## src/rtl/stream_mux_rr_if.sv

```systemverilog
// Stream bundle between N producers, the round-robin mux and one consumer.
// The slave modport is the mux's view; the master modport is the
// producer/consumer side that drives the inputs and observes the outputs.
interface stream_mux_rr_if #(
    parameter int N     = 2,
    parameter int W     = 8,
    parameter int SEL_W = 1
);
    logic [N*W-1:0]   in_data;
    logic [N-1:0]     in_valid;
    logic [N-1:0]     in_last;
    logic [N-1:0]     in_ready;
    logic [W-1:0]     out_data;
    logic             out_valid;
    logic             out_last;
    logic [SEL_W-1:0] out_sel;
    logic             out_ready;

    modport slave (
        input  in_data, in_valid, in_last, out_ready,
        output in_ready, out_data, out_valid, out_last, out_sel
    );

    modport master (
        output in_data, in_valid, in_last, out_ready,
        input  in_ready, out_data, out_valid, out_last, out_sel
    );
endinterface

```

## src/rtl/stream_mux_rr.sv

```systemverilog
// N-to-1 registered stream mux with packet-granular round-robin arbitration.
// A channel is granted in IDLE, then owns the output until its in_last beat
// is accepted; the output stage is a single register slice that can refill
// on the same edge it drains, so a packet streams at one beat per clock.
//
//   state | meaning
//   IDLE  | no grant held; arbitrate among valid channels (no beat accepted)
//   LOCK  | grant held; only the granted channel may transfer beats
module stream_mux_rr #(
    parameter int N     = 2,
    parameter int W     = 8,
    parameter int SEL_W = 1
) (
    input  logic             clk,
    input  logic             rst,
    stream_mux_rr_if.slave   bus,
    output logic             busy
);

    typedef enum logic {
        IDLE = 1'b0,
        LOCK = 1'b1
    } state_t;

    state_t           state_q;
    state_t           state_d;
    logic [SEL_W-1:0] grant_q;
    logic [SEL_W-1:0] grant_d;
    logic [SEL_W-1:0] last_grant_q;
    logic [SEL_W-1:0] pick;
    logic             pick_found;
    logic [W-1:0]     sel_data;
    logic             sel_valid;
    logic             sel_last;
    logic [N-1:0]     ready_vec;
    logic             can_load;
    logic             accept;
    logic             pkt_end;

    // Round-robin pick: first valid channel after last_grant, wrapping at N-1.
    always_comb begin
        pick       = '0;
        pick_found = 1'b0;
        for (int k = 1; k <= N; k++) begin
            for (int i = 0; i < N; i++) begin
                if (!pick_found && (i == (int'(last_grant_q) + k) % N) && bus.in_valid[i]) begin
                    pick       = SEL_W'(i);
                    pick_found = 1'b1;
                end
            end
        end
    end

    // Route the granted channel's beat towards the output register.
    always_comb begin
        sel_data  = '0;
        sel_valid = 1'b0;
        sel_last  = 1'b0;
        for (int i = 0; i < N; i++) begin
            if (grant_q == SEL_W'(i)) begin
                sel_data  = bus.in_data[i*W +: W];
                sel_valid = bus.in_valid[i];
                sel_last  = bus.in_last[i];
            end
        end
    end

    // The output slice can take a beat when empty or draining this cycle.
    assign can_load = !bus.out_valid || bus.out_ready;
    assign accept   = (state_q == LOCK) && sel_valid && can_load;
    assign pkt_end  = accept && sel_last;

    // Only the granted channel sees ready, and only while holding the grant.
    always_comb begin
        ready_vec = '0;
        if (state_q == LOCK) begin
            for (int i = 0; i < N; i++) begin
                if (grant_q == SEL_W'(i)) begin
                    ready_vec[i] = can_load;
                end
            end
        end
    end

    assign bus.in_ready = ready_vec;
    assign busy         = (state_q == LOCK);

    // Next-state: grab a grant in IDLE, release it after the last beat.
    always_comb begin
        state_d = state_q;
        grant_d = grant_q;
        case (state_q)
            IDLE: begin
                if (pick_found) begin
                    grant_d = pick;
                    state_d = LOCK;
                end
            end
            LOCK: begin
                if (pkt_end) begin
                    state_d = IDLE;
                end
            end
            default: state_d = IDLE;
        endcase
    end

    // State, grant and rotation pointer; reset points the rotation at N-1 so
    // the first arbitration after reset starts scanning at channel 0.
    always_ff @(posedge clk or posedge rst) begin
        if (rst) begin
            state_q      <= IDLE;
            grant_q      <= '0;
            last_grant_q <= SEL_W'(N - 1);
        end else begin
            state_q <= state_d;
            grant_q <= grant_d;
            if (pkt_end) begin
                last_grant_q <= grant_q;
            end
        end
    end

    // Output register slice: load on accept, clear valid when drained empty.
    always_ff @(posedge clk or posedge rst) begin
        if (rst) begin
            bus.out_valid <= 1'b0;
            bus.out_last  <= 1'b0;
            bus.out_data  <= '0;
            bus.out_sel   <= '0;
        end else if (accept) begin
            bus.out_valid <= 1'b1;
            bus.out_last  <= sel_last;
            bus.out_data  <= sel_data;
            bus.out_sel   <= grant_q;
        end else if (bus.out_ready) begin
            bus.out_valid <= 1'b0;
        end
    end

endmodule
```

## src/flat_wrapper.sv

```systemverilog
// flat-port wrapper written by rule: the top's interface ports become plain ports
module stream_mux_rr_flat 
#(
    parameter int N     = 2,
    parameter int W     = 8,
    parameter int SEL_W = 1
)
  (clk, rst, busy, bus_in_data, bus_in_valid, bus_in_last, bus_out_ready, bus_in_ready, bus_out_data, bus_out_valid, bus_out_last, bus_out_sel);
  stream_mux_rr_if #(.N(N), .W(W), .SEL_W(SEL_W)) bus_i ();
  input  logic clk;
  input  logic rst;
  output logic busy;
  input wire logic [$bits(bus_i.in_data)-1:0] bus_in_data;
  input wire logic [$bits(bus_i.in_valid)-1:0] bus_in_valid;
  input wire logic [$bits(bus_i.in_last)-1:0] bus_in_last;
  input wire logic [$bits(bus_i.out_ready)-1:0] bus_out_ready;
  output wire logic [$bits(bus_i.in_ready)-1:0] bus_in_ready;
  output wire logic [$bits(bus_i.out_data)-1:0] bus_out_data;
  output wire logic [$bits(bus_i.out_valid)-1:0] bus_out_valid;
  output wire logic [$bits(bus_i.out_last)-1:0] bus_out_last;
  output wire logic [$bits(bus_i.out_sel)-1:0] bus_out_sel;
  assign bus_i.in_data = bus_in_data;
  assign bus_i.in_valid = bus_in_valid;
  assign bus_i.in_last = bus_in_last;
  assign bus_i.out_ready = bus_out_ready;
  assign bus_in_ready = bus_i.in_ready;
  assign bus_out_data = bus_i.out_data;
  assign bus_out_valid = bus_i.out_valid;
  assign bus_out_last = bus_i.out_last;
  assign bus_out_sel = bus_i.out_sel;
  stream_mux_rr #(.N(N), .W(W), .SEL_W(SEL_W)) u_core (.clk(clk), .rst(rst), .bus(bus_i), .busy(busy));
endmodule
```

## config.mk

```make
export PLATFORM = sky130hd
export DESIGN_NAME = stream_mux_rr_flat
export DESIGN_NICKNAME = d
export VERILOG_FILES = /design/src/rtl/stream_mux_rr_if.sv /design/src/rtl/stream_mux_rr.sv /design/src/flat_wrapper.sv
export SDC_FILE = /design/constraint.sdc
export NUM_CORES = 1
export LEC_CHECK = 0
export BUFFER_PORTS_ARGS = -buffer_cell sky130_fd_sc_hd__buf_2
export CAP_MARGIN = 20
export CORE_UTILIZATION = 40
export DETAILED_ROUTE_END_ITERATION = 10
export HOLD_SLACK_MARGIN = 0.1
export PLACE_DENSITY = 0.82
export SLEW_MARGIN = 30
export SYNTH_ARGS = -nofsm -noshare
export SYNTH_HDL_FRONTEND = slang
export SYNTH_SLANG_ARGS = --single-unit
```

## constraint.sdc

```tcl
create_clock -name clk -period 4.35 [get_ports clk]
set_clock_uncertainty 0.15 [all_clocks]
set_input_delay 0.435 -clock clk [delete_from_list [all_inputs] [get_ports clk]]
set_output_delay 0.435 -clock clk [all_outputs]
set_load 0.1 [all_outputs]
```

# --- After elaboration in Yosys (flattened, before gate mapping) ---
# Index checks and enable logic that the tools add are counted.
op_classes:
  bitwise_logic: 3
  n_reduce_logical: 19
  n_mux: 18
  eq_ne: 2
  n_addsub: 2
ops:
  columns: ["operator", "count"]
  rows:
  - ["$logic_not 32->1", 2]
  - ["$mux 1", 15]
  - ["$logic_and 1x1->1", 10]
  - ["$mux 8", 1]
  - ["$eq 2x2->1 const A", 2]
  - ["$logic_not 1->1", 4]
  - ["$add 1x1->1 const B", 2]
  - ["$and 1x1->1 const A", 2]
  - ["$mux 2", 1]
  - ["$pmux 1 s2", 1]
  - ["$reduce_and 2->1", 1]
  - ["$reduce_bool 2->1", 1]
  - ["$logic_or 1x1->1", 1]
  - ["$not 1->1", 1]
word_totals:
  elab_cells: 51
  register_bits: 14
  out_inout_bits: 14
  in_bits: 23

# --- Depth between registers and ports, before layout ---
# Gate-level depths: netlist (run 1).
depth:
  depth_word: 19
  depth_mapped: 5

# --- Least setup slack after synthesis (run 1) ---
# No wires, ideal clock.
synth_timing:
  kind: "flip-flop to output port"
  start: "register u_core.state_q (netlist: u_core.busy)"
  end: "output bus_in_ready[0]"
  slack_ps: 1230
  stages_incl_launch_ff: 4
  required_time_ps: 3765
  arrival_time_ps: 2535
  cell_sequence: "dfrtp_1 > buf_2 > nand2_1 > nor2_1"
synth_via:
  elab_chain_cells: 1
synth_lines:
  columns: ["item", "line_no", "source"]
  rows:
  - ["from (decl)", "stream_mux_rr.sv:25", "state_t state_q;"]
  - ["from (signal assigned)", "stream_mux_rr.sv:116", "state_q <= state_d;"]
  - ["$mux 2", "stream_mux_rr.sv:76", "if (state_q == LOCK) begin"]
  - ["to (decl)", "flat_wrapper.sv:17", "output wire logic [$bits(bus_i.in_ready)-1:0] bus_in_ready;"]
# Every way passes these cells.

# --- Worst setup path in the final report (run 1) ---
layout_timing:
  start: "register u_core.grant_q"
  end: "output bus_in_ready[1]"
layout_via:
  elab_chain_cells: 2
layout_lines:
  columns: ["item", "line_no", "source"]
  rows:
  - ["from (decl)", "stream_mux_rr.sv:27", "logic [SEL_W-1:0] grant_q;"]
  - ["from (signal assigned)", "stream_mux_rr.sv:117", "grant_q <= grant_d;"]
  - ["$mux 1", "stream_mux_rr.sv:78", "if (grant_q == SEL_W'(i)) begin"]
  - ["$mux 2", "stream_mux_rr.sv:76", null]
# Every way passes these cells.

==> reports/metrics.cfg, run 1 <==
[run_status]
outcome=finished clean

[critical_path]
crit_fanout=15
critical_path_required_ns=3.76
regToRegSetupSlack_ns=2.45
worstPathArrival_ns=1.65
cp-end-kind=output pin
startpoint_type=register
path_class=register to output pin
reg2reg_depth=3

[finish]
drive_gt1_frac=0.652
n_antenna_cell=0
fin_cells=117
nets=116
final_area_um2=977
area_delta_synth_final_pct=28.5

[yosys]
yosys-top-cells-count=13 x dfrtp_1, 9 x mux2_4, 8 x mux2_2
syn_inst=55
synth_cell_types=20
synth_edf_count=0
ys_seq_area_frac=0.462
synth-seq-cells=14
synth_top_cell_area_share=0.428
synth_area_leader_cell=dfrtp_1
syn_area_per_cell_um2=13.8
yosysWarnings=0
synthFlopType=dfrtp_1
async_flop_share=1.00
syn_area_um2=761
synthTopCellsByArea=dfrtp_1 43%, mux2_4 18%, mux2_2 12%, dfstp_2 3.5%, buf_12 2.6%
syn-num-nets=78
yosysMostFrequentCell=dfrtp_1

[global_routing]
antenna_found_initial=0
grt_pass1_wl_um=2120
grt.total_usage=0.143
first_global_vias=505
overflow=0
grt_max_degree=16

[hold_path]
hold_depth=2
hold_path.class=input pin to register

[clocking]
ctsLongestPathBuffers=2
ctsResizeCount=0
post-cts-setup-buffers=0
clk_latency_ns=0.27
clockRootBuffer=clkbuf_4
cts_tree=yes
clock_sinks=14
numCtsBuffers=3
htreeDepth=1
clkTransAtPathRegs_ns=0.09

[die]
fp.dieH_um=45.6
num_rows=15
core_um2=1750
start_util=0.436
ioPinCount=37
dieWidth_um=45.6
dieArea_um2=2080

[sta]
fmax_mhz=448
grt_setup_unrepaired=false
finalHoldViolCount=0
fin_crit_ns=2.23
worst_pin_slew_ns=0.580
finalMaxSlewViolations=0
setup_viol=0
tns_ns=0
post-route-period-util=0.513
slew-limit-headroom=0.613

[drt]
firstDrtPassIters=4
drc=0
routed-via-count=542
drt-vias-per-instance=4.63
wire_per_inst_um=11.7
wl_um=1370
dr.first_iter.drc_count=9
detail-route-antenna-nets=0

[placed_design]
postPlaceCellArea_um2=931
dp_hpwl_um=1010
placedCellCount=112
finalWeightedCongestion=0.753
io_buffer_count=36

[flow_run]
cap_violations=0

## sequential cells by signal, indices dropped and copies added, names as in the netlist
signal,cells
u_core.busy,1
u_core.bus.out_sel,1
u_core.bus.out_last,1
u_core.bus.out_data,8
u_core.last_grant_q,1
u_core.grant_q,1
u_core.bus.out_valid,1
## final timing paths
kind,end,from
worst max-delay path,bus_in_ready[1],u_core.grant_q
worst min-delay path,u_core.busy,bus_in_valid[1]
worst max register to register,u_core.bus.out_data[7],u_core.grant_q
worst min register to register,u_core.bus.out_data[7],u_core.bus.out_data[7]
max in group asynchronous,u_core.last_grant_q,rst
min in group asynchronous,u_core.bus.out_data[0],rst
## layout make-up
class | instances | area (um^2)
inverter | 3 | 11.3
clock buffer | 4 | 36.3
timing repair buffer | 37 | 190
tap | 25 | 31.3
multi-input combinational | 34 | 357
sequential | 14 | 352
fill | 150 | 768
## kinds of logic (layout without fill, tap and decap cells)
logic type / after synthesis / in the layout / synth area share
compound gates: 4 / 4 / 0.0510
buf+inv: 7 / 44 / 0.0691
flops: 14 / 14 / 0.462
mux: 20 / 20 / 0.337
simple gates: 10 / 10 / 0.0806
## stage by stage
step	worst slack, ns	util	hold WS (ns)
2_1_floorplan	1.23	-	0.174
3_3_place_gp	2.45	0.533	0.319
3_5_place_dp	2.42	0.533	0.334
4_1_cts	2.12	0.560	0.279
5_1_grt	2.03	0.560	0.286
6_report	2.12	0.560	0.291
## critical path, stage by stage (launching register included)
cell and delay [ns]:
dfrtp_1 0.72, and3_1 0.24, buf_2 0.42
## cells in the final DEF, fill, tap and decap left out, types with 2 or more instances in the layout
cell type	Yosys	layout
mux2_4	9	9
clkbuf_4	0	3
buf_2	2	36
mux2i_1	2	2
mux2_2	8	8
nand2_1	5	5
inv_1	3	3
dfrtp_1	13	13
## repair_timing
item	in CTS	in global routing
hold buffers	1	0
endpoints found under the setup margin	0	0
hold endpoints to repair	13	0
## layer usage
metal  up-vias  GRT usage  share of wire
li1        267          -              -
met3         0     0.0119          0.064
met2        25      0.246           0.47
met5         -          0              0
met1       250      0.185           0.47
met4         0     0.0545              0
Power of run 1 is not shown: default switching activity piles up to over one toggle a cycle in this logic, so the estimate is an artifact.
==> run 2, diff against run 1 <==
Clock period 4.35 ns to 2.06 ns, I/O delays scaled along.
==> run 2 against run 1 <==
Via count rose by 5.0%. Sequential share of layout area fell by 2.2 points. Cell count rose by 4.3%. Non-clock buffer count rose by 5. Die area did not move. Clock-buffer cell count did not move. Sequential cell count did not move. Utilization rose by 3.9 points. Hold slack got worse by 0.18 ns. Critical endpoint is now u_core.busy.
==> reports/metrics.cfg, run 2 (synthesis results as in run 1) <==
[finish]
area_delta_synth_final_pct=37.3  ; was 28.5%
most-common-layout-cells=35 x buf_2, 12 x dfrtp_1, 9 x mux2_4  ; was 36 x buf_2, 13 x dfrtp_1, 9 x mux2_4
top_register=u_core.bus.out_data  ; unchanged
nFillCells=137  ; was 150
drive_gt1_frac=0.680  ; was 0.652
nets=121  ; was 116
final_common_cell=buf_2  ; unchanged
n_antenna_cell=0  ; unchanged
largest_register_ff_count=8  ; unchanged

[drt]
dr.first_iter.drc_count=4  ; was 9
routed-via-count=569  ; was 542
firstDrtPassIters=4  ; unchanged
detail-route-antenna-nets=0  ; unchanged
wire_per_inst_um=11.6  ; was 11.7 um
drt-vias-per-instance=4.66  ; was 4.63
drc=0  ; unchanged
wl_um=1410  ; was 1370 um

[sta]
fmax_mhz=531
fin_crit_ns=1.88
finalMaxSlewViolations=0  ; unchanged
slew-limit-headroom=0.664  ; was 0.613
post-route-period-util=0.914
grt_setup_unrepaired=false  ; unchanged
setup_viol=0  ; unchanged
setup_slack_ns=0.178  ; was 2.12 ns
worst_pin_slew_ns=0.503  ; was 0.580 ns
finalHoldViolCount=0  ; unchanged
tns_ns=0  ; unchanged

[placed_design]
finalWeightedCongestion=0.759  ; was 0.753
dp_hpwl_um=988  ; was 1010 um
pre_cts_ws_ns=0.537  ; was 2.42 ns
io_buffer_count=36  ; unchanged

[die]
core_um2=1750  ; unchanged
dieArea_um2=2080  ; unchanged
dieWidth_um=45.6  ; unchanged
start_util=0.436  ; unchanged
ioPinCount=37  ; unchanged
fp.dieH_um=45.6  ; unchanged
num_rows=15  ; unchanged

[critical_path]
critPathTopFamily=buffers and inverters  ; was flip-flops
crit_fanout=4  ; was 15
critical_path_required_ns=2.12  ; was 3.76 ns
worstPathArrival_ns=1.95  ; was 1.65 ns
cp-end-kind=register  ; was output pin
path_class=input pin to register  ; was register to output pin
cpMaxStageDelayCell=dlygate4sd3_1  ; was dfrtp_1
critPathBufInv=3  ; was 1
crit_top_cell=dlygate4sd3_1
cp_cell_sequence=dlygate4sd3_1 > buf_2 > mux2_4 > nand3_4 > o32a_1 > dlygate4sd3_1  ; was and3_1 > buf_2
startpoint_type=input pin  ; was register
critPathMaxStageDelay_ns=0.54  ; was 0.72 ns

[clocking]
clkTransAtPathRegs_ns=0.08  ; was 0.09 ns
clk_latency_ns=0.27  ; about the same
clockRootBuffer=clkbuf_4  ; unchanged
cts_tree=yes  ; unchanged
ctsLongestPathBuffers=2  ; unchanged
htreeDepth=1  ; unchanged
numCtsBuffers=3  ; unchanged
clock_sinks=14  ; unchanged
ctsResizeCount=0  ; unchanged

[global_routing]
grt_max_degree=15  ; was 16
first_global_vias=525  ; was 505
overflow=0  ; unchanged
grt.total_usage=0.158  ; was 0.143
grt_pass1_wl_um=2260  ; was 2120 um
antenna_found_initial=0  ; unchanged

[flow_run]
cap_violations=0  ; unchanged

[hold_path]
hold_path.class=input pin to register  ; unchanged

[run_status]
outcome=finished clean  ; unchanged

==> run 2: worst reg2reg max path, delay by kind of cell, from the launching register on <==
kind / cells / cell delay (ns)
buffers and inverters: 2 / 0.78
multiplexers: 1 / 0.29
AO/OA/AOI/OAI: 1 / 0.18
flip-flops: 1 / 0.38
==> run 2: what timing repair did <==
item / 4_1_cts / 5_1_grt
setup buffers: 0 / 2
endpoints found under the setup margin: 0 / 1
hold endpoints to repair: 15 / 0
hold buffers: 3 / 0
==> run 2: stage by stage <==
| stage | utilization | cell area, um^2 | hold slack [ns] | std cells |
|---|---|---|---|---|
| floorplan | - | 771 | -0.0556 | 55 |
| global placement | 0.552 | 963 | 0.105 | 113 |
| detailed placement | 0.552 | 963 | 0.114 | 113 |
| CTS | 0.590 | 1030 | 0.105 | 120 |
| global route | 0.599 | 1040 | 0.114 | 122 |
| finish | 0.599 | 1040 | 0.114 | 122 |
==> run 2: per-layer routing <==
layer	GRT usage	part of all wire
met1	0.209	0.45
met2	0.226	0.45
met3	0.0516	0.079
met4	0.0909	0.017
met5	0	0
==> run 2: final timing paths <==
kind | end | startpoint | cells past startpoint | slack [ns]
min | u_core.grant_q | bus_in_valid[0] | 3 | 0.11
max reg2reg | u_core.busy | u_core.grant_q | 4 | 0.21
max in group asynchronous | u_core.busy | rst | 3 | 1.05
max | u_core.busy | bus_in_valid[1] | 6 | 0.18
min in group asynchronous | u_core.bus.out_data[7] | rst | 3 | 0.34
min reg2reg | u_core.bus.out_data[7] | u_core.bus.out_data[7] | 1 | 0.35
==> run 2: cell type report <==
class	instances	area, um^2	share of cell area
multi-input combinational	34	365	0.350
sequential	14	353	0.338
timing repair buffer	42	248	0.237
clock buffer	4	36.3	0.0347
tap	25	31.3	0.0299
inverter	3	11.3	0.0108
Power of run 2 is left out for the same reason.
